**src/rtl/pipe_pkg.sv**
```systemverilog
// Shared encodings and stage-control type for the pipeline control path.
// Pure declarations; no latency or flow control of its own.
package pipe_pkg;

    localparam logic [1:0] ALUOP_ADD   = 2'b00;
    localparam logic [1:0] ALUOP_RTYPE = 2'b10;
    localparam logic [1:0] ALUOP_OR    = 2'b11;

    localparam logic [1:0] ALUB_REG  = 2'b00;
    localparam logic [1:0] ALUB_SEXT = 2'b01;
    localparam logic [1:0] ALUB_ZEXT = 2'b10;
    localparam logic [1:0] ALUB_FOUR = 2'b11;

    localparam logic [1:0] FWD_RF  = 2'b00;
    localparam logic [1:0] FWD_MEM = 2'b10;
    localparam logic [1:0] FWD_WB  = 2'b01;

    typedef struct packed {
        logic [1:0] aluop;
        logic [1:0] alusrcb;
        logic       memread;
        logic       memwrite;
        logic       regwrite;
        logic       memtoreg;
    } stage_ctrl_t;

endpackage

```
**src/rtl/fwd_unit.sv**
```systemverilog
// ALU operand bypass select for one source register; combinational, 0 cycles.
// No flow control: MEM result outranks WB because it is the younger write.
module fwd_unit
    import pipe_pkg::*;
(
    input  logic [4:0] src,
    input  logic       mem_regwrite,
    input  logic [4:0] mem_dst,
    input  logic       wb_regwrite,
    input  logic [4:0] wb_dst,
    output logic [1:0] sel
);

    always_comb begin
        sel = FWD_RF;
        if (mem_regwrite && (mem_dst != 5'd0) && (mem_dst == src)) begin
            sel = FWD_MEM;
        end else if (wb_regwrite && (wb_dst != 5'd0) && (wb_dst == src)) begin
            sel = FWD_WB;
        end
    end

endmodule

```
**src/rtl/hazard_ctrl_pipe.sv**
```systemverilog
// ID/EX, EX/MEM, MEM/WB control registers with load-use stall and forwarding; ID->EX/MEM/WB = 1/2/3 cycles.
// Backpressure: stall freezes PC and IF/ID upstream for one cycle while a bubble enters EX; flush overrides stall.
module hazard_ctrl_pipe
    import pipe_pkg::*;
(
    input  logic       clk,
    input  logic       rst,
    input  logic       id_regdst,
    input  logic       id_memread,
    input  logic       id_memwrite,
    input  logic       id_regwrite,
    input  logic       id_memtoreg,
    input  logic [1:0] id_aluop,
    input  logic [1:0] id_alusrcb,
    input  logic [4:0] id_rs,
    input  logic [4:0] id_rt,
    input  logic [4:0] id_rd,
    input  logic       flush,
    output logic [1:0] ex_aluop,
    output logic [1:0] ex_alusrcb,
    output logic [4:0] ex_rs,
    output logic [4:0] ex_rt,
    output logic [4:0] ex_dst,
    output logic       mem_memread,
    output logic       mem_memwrite,
    output logic [4:0] mem_dst,
    output logic [4:0] wb_dst,
    output logic       wb_regwrite,
    output logic       wb_memtoreg,
    output logic       stall,
    output logic [1:0] fwd_a,
    output logic [1:0] fwd_b
);

    stage_ctrl_t ex_ctrl;
    stage_ctrl_t id_ctrl;
    logic [4:0]  id_dst;
    logic        uses_rt;
    logic        bubble;
    logic        mem_regwrite;
    logic        mem_memtoreg;

    assign id_dst  = id_regdst ? id_rd : id_rt;
    assign uses_rt = id_regdst | id_memwrite;

    // Writes to r0 are architecturally dropped, so never advertise them for forwarding.
    always_comb begin
        id_ctrl          = '0;
        id_ctrl.aluop    = id_aluop;
        id_ctrl.alusrcb  = id_alusrcb;
        id_ctrl.memread  = id_memread;
        id_ctrl.memwrite = id_memwrite;
        id_ctrl.regwrite = id_regwrite && (id_dst != 5'd0);
        id_ctrl.memtoreg = id_memtoreg;
    end

    assign stall = ex_ctrl.memread && (ex_dst != 5'd0) && !flush &&
                   ((ex_dst == id_rs) || (uses_rt && (ex_dst == id_rt)));
    assign bubble = stall | flush;

    always_ff @(posedge clk or posedge rst) begin
        if (rst) begin
            ex_ctrl      <= '0;
            ex_rs        <= '0;
            ex_rt        <= '0;
            ex_dst       <= '0;
            mem_memread  <= 1'b0;
            mem_memwrite <= 1'b0;
            mem_regwrite <= 1'b0;
            mem_memtoreg <= 1'b0;
            mem_dst      <= '0;
            wb_regwrite  <= 1'b0;
            wb_memtoreg  <= 1'b0;
            wb_dst       <= '0;
        end else begin
            if (bubble) begin
                ex_ctrl <= '0;
                ex_rs   <= '0;
                ex_rt   <= '0;
                ex_dst  <= '0;
            end else begin
                ex_ctrl <= id_ctrl;
                ex_rs   <= id_rs;
                ex_rt   <= id_rt;
                ex_dst  <= id_dst;
            end
            mem_memread  <= ex_ctrl.memread;
            mem_memwrite <= ex_ctrl.memwrite;
            mem_regwrite <= ex_ctrl.regwrite;
            mem_memtoreg <= ex_ctrl.memtoreg;
            mem_dst      <= ex_dst;
            wb_regwrite  <= mem_regwrite;
            wb_memtoreg  <= mem_memtoreg;
            wb_dst       <= mem_dst;
        end
    end

    assign ex_aluop   = ex_ctrl.aluop;
    assign ex_alusrcb = ex_ctrl.alusrcb;

    fwd_unit u_fwd_a (
        .src          (ex_rs),
        .mem_regwrite (mem_regwrite),
        .mem_dst      (mem_dst),
        .wb_regwrite  (wb_regwrite),
        .wb_dst       (wb_dst),
        .sel          (fwd_a)
    );

    fwd_unit u_fwd_b (
        .src          (ex_rt),
        .mem_regwrite (mem_regwrite),
        .mem_dst      (mem_dst),
        .wb_regwrite  (wb_regwrite),
        .wb_dst       (wb_dst),
        .sel          (fwd_b)
    );

endmodule

```
**config.mk**
```make
export PLATFORM = sky130hd
export DESIGN_NAME = hazard_ctrl_pipe
export DESIGN_NICKNAME = d
export VERILOG_FILES = /design/src/rtl/pipe_pkg.sv /design/src/rtl/fwd_unit.sv /design/src/rtl/hazard_ctrl_pipe.sv
export SDC_FILE = /design/constraint.sdc
export NUM_CORES = 1
export LEC_CHECK = 0
export CORE_AREA = 2 2 87 89
export DETAILED_ROUTE_END_ITERATION = 7
export DIE_AREA = 0 0 89 91
export GPL_TIMING_DRIVEN = 0
export PLACE_DENSITY_LB_ADDON = 0.12
export SLEW_MARGIN = 25
export SYNTH_ARGS = -nofsm -noshare
export SYNTH_HDL_FRONTEND = slang
export SYNTH_HIERARCHICAL = 1
export SYNTH_SLANG_ARGS = --single-unit
```
**constraint.sdc**
```tcl
create_clock -name clk -period 1.8 [get_ports clk]
set_input_delay 0.27 -clock clk [delete_from_list [all_inputs] [get_ports clk]]
set_output_delay 0.27 -clock clk [all_outputs]
set_load 0.05 [all_outputs]
```
==> run summary <==
Crit end category: primary output
Worst skew pair latency: 0.29 ns
Final worst setup slack: -0.200 ns
Largest family of logic cells by synthesized area: simple AND/OR/NAND/NOR gates
R2r startpoint: ex_dst[4]$_DFF_PP0_
Fill cells: 697
H-tree depth: 2
Mean area per synthesized cell: 12.5 um2
Power Dens Cells: 814 nW/um2
Setup violators final: 12
Initial core utilization: 24.5%
M1 GR Usage: 15.7%
Seq/Total Area, Yosys: 55.9%
Slew @ Worst Pin: 0.509 ns
Syn. warnings: 6
Initial antenna violation count: 0
Rows: 31
Post-Synth XOR/XNOR Area: 13.0%
Status: finished, violations left
Most used routing layer: met2
Mapped Area: 1750 um2
Fin crit period: 2.00 ns
Input/output buffers: 62
WP data arrival: 1.73 ns
Synth unique cells: 26
Worst setup SP type: flip-flop
HPWL Detailed: 3.54 mm
Reg area: 1010 um2
CTS tree: yes
Die W: 89 um
GRT overflow: 0
Via density: 4.03
TritonCTS Buffers: 5
Met2 Track Usage GR: 20.0%
Full die area: 8100 um2
Final Wtd Congestion: 0.826
Synth Instances: 140
Clk buf depth: 2
FMAX: 0.500 GHz
Layout cells sized above 1: 44.7%
Wire per inst: 14.3 um
Simple-gate share of the synthesized area: 18.5%
Slew Viols, Final: 0
Failing checks: negative setup slack
Met3 GRT Util: 2.82%
Syn-to-layout area delta: 72.3%
Total Power Consumption: 2.45 mW
CORE AREA: 7140 um2
Yosys reg bits: 39
Smallest hold slack: 0.255 ns
Final ANT Viol Nets: 0
Detailed Route WL: 4.66 mm
Syn_nets: 167
Diodes inserted: 0
Compound-gate portion of the synthesized area: 5.95%
Req. time, crit path: 1.53 ns
Ports: 65
Drt first pass iters: 4
Multi-input logic area: 902 um2
Total track usage: 12.4%
Via count: 1,311
Sink Count: 39
RSZ-0062 raised after global routing: true
Mux cell area share after synthesis: 2.87%
Clock skew: 0.00561 ns
Clock transition at path regs: 0.07 ns
Adder-Cell Fraction of Synth Area: 0%
Initial drt markers: 37
Die height: 91 um
Worst hold path class: primary input to asynchronous set/reset pin
Number of max-cap violations: 0
Residual DRC: 0
Root buffer cell: clkbuf_8
CP max FO: 4
Largest net degree at the start of global routing: 27
R2r setup slk: -0.02 ns
Worst r2r path cells: 7
Global-route wire length before repair: 7.49 mm
Peak VDD IR: 0.431 mV
Period utilisation layout: 111%
Critical R2R Capture: ex_rt[2]$_DFF_PP0_
Nets: 252
Via count of the first global-routing pass: 1,470
Fin. Hold Viols: 0
Relative max-transition margin: 66.0%
Setup Crit Path Kind: flip-flop to primary output
P_leak: 1.41 nW
-- per-layer routing --
| metal | routed length (um) | share of wire (%) |
|---|---|---|
| met3 | 247 | 5.3 |
| met1 | 1910 | 41 |
| met5 | 0 | 0 |
| met2 | 2430 | 52 |
| met4 | 75 | 1.6 |
-- cell type report --
type	instances	area share, %
plain buffers	7	1.70
clock buffers	6	2.41
clock inverters	2	2.00
inverters	1	0.125
multi-input cells	92	30.0
flip-flops and latches	39	33.5
well taps	99	4.12
repair buffers	79	26.2
-- synthesized netlist by cell type --
cell      count  area (um2)
nor3_1        4        20.0
a211oi_2      2        25.0
o21ai_0       1        5.00
nand3b_1      1        7.51
a21oi_4       1        16.3
dfrtp_1      39         976
xnor2_1      20         175
or4_1         2        15.0
nand4_1       1        6.26
mux2i_1       5        50.1
nor3_2        8        80.1
nor3b_1       1        7.51
buf_4         4        30.0
inv_1         1        3.75
xor2_1        6        52.6
a21oi_1       2        10.0
buf_6         2        22.5
o22ai_1       1        6.26
o41ai_2       2        32.5
nand3_1       5        25.0
buf_2         2        10.0
nand2_1       5        18.8
and2_1       18         113
nor4_1        3        18.8
nor2_1        3        11.3
o311ai_1      1        8.76
-- cells in the final DEF (no fill, tap or decap), drive strengths merged --
| master | Yosys | final |
|---|---|---|
| a211oi | 2 | 2 |
| a21oi | 3 | 3 |
| and2 | 18 | 18 |
| buf | 8 | 30 |
| bufinv | 0 | 2 |
| clkbuf | 0 | 6 |
| clkdlybuf4s50 | 0 | 29 |
| dfrtp | 39 | 39 |
| dlygate4sd2 | 0 | 17 |
| dlymetal6s2s | 0 | 10 |
| inv | 1 | 1 |
| mux2i | 5 | 5 |
| nand2 | 5 | 5 |
| nand3 | 5 | 5 |
| nand3b | 1 | 1 |
| nand4 | 1 | 1 |
| nor2 | 3 | 3 |
| nor3 | 12 | 12 |
| nor3b | 1 | 1 |
| nor4 | 3 | 3 |
| o21ai | 1 | 1 |
| o22ai | 1 | 1 |
| o311ai | 1 | 1 |
| o41ai | 2 | 2 |
| or4 | 2 | 2 |
| xnor2 | 20 | 20 |
| xor2 | 6 | 6 |
-- per-stage QoR --
stage,util [%],setup WS (ns),cells,area [um2],TNS (ns)
final,42.2,-0.200,325,3010,-0.683
after global routing,42.2,-0.281,325,3010,-2.43
after CTS,40.3,-0.336,323,2880,-2.57
after detailed placement,36.3,-1.00,302,2590,-5.72
after global placement,36.1,-1.01,301,2570,-14.05
after floorplan,-,-0.126,140,1830,-0.283
-- sequential cells by signal (all words and copies together), names as in the netlist --
signal,flops
wb_dst,5
ex_rs,5
mem_memread,1
ex_ctrl,4
mem_memwrite,1
ex_aluop,2
ex_dst,5
mem_dst,5
wb_memtoreg,1
mem_memtoreg,1
mem_regwrite,1
ex_alusrcb,2
wb_regwrite,1
ex_rt,5
-- logic make-up after synthesis --
| group | count (synthesis) |
|---|---|
| AND/OR/NAND/NOR | 51 |
| buffers and inverters | 9 |
| XOR/XNOR | 26 |
| flip-flops | 39 |
| AO/OA/AOI/OAI | 10 |
| multiplexers | 5 |
-- worst max-delay path by stage --
stage,startpoint,end,depth (start not counted),slack (ns)
finish,ex_dst[4]$_DFF_PP0_,stall,5,-0.20
global route,ex_dst[4]$_DFF_PP0_,stall,5,-0.28
CTS,ex_dst[4]$_DFF_PP0_,stall,6,-0.34
detailed placement,id_rt[4],stall,7,-1.00
global placement,id_rt[4],stall,7,-1.01
floorplan,mem_dst[3]$_DFF_PP0_,fwd_a[0],4,-0.13
-- critical path, cell delays in order, from the launching register on --
cell     delay, ns
dfrtp_2       0.43
or4_4         0.53
nor2_4        0.10
nor3b_2       0.05
and2_4        0.18
buf_8         0.14
-- repair_timing --
action | in CTS | in global routing
setup endpoints to repair | 32 | 38
resized for setup | 66 | 35
pin swaps | 15 | 13
hold buffers | 0 | 0
setup buffers | 14 | 4
cloned | 1 | 0
-- power by group --
| part | switching [mW] | internal, mW |
|---|---|---|
| clock network | 0.299 | 0.554 |
| registers | 0.0741 | 0.934 |
| logic | 0.325 | 0.265 |
| total | 0.697 | 1.75 |
Note: power is estimated with default switching activity, not from simulation.
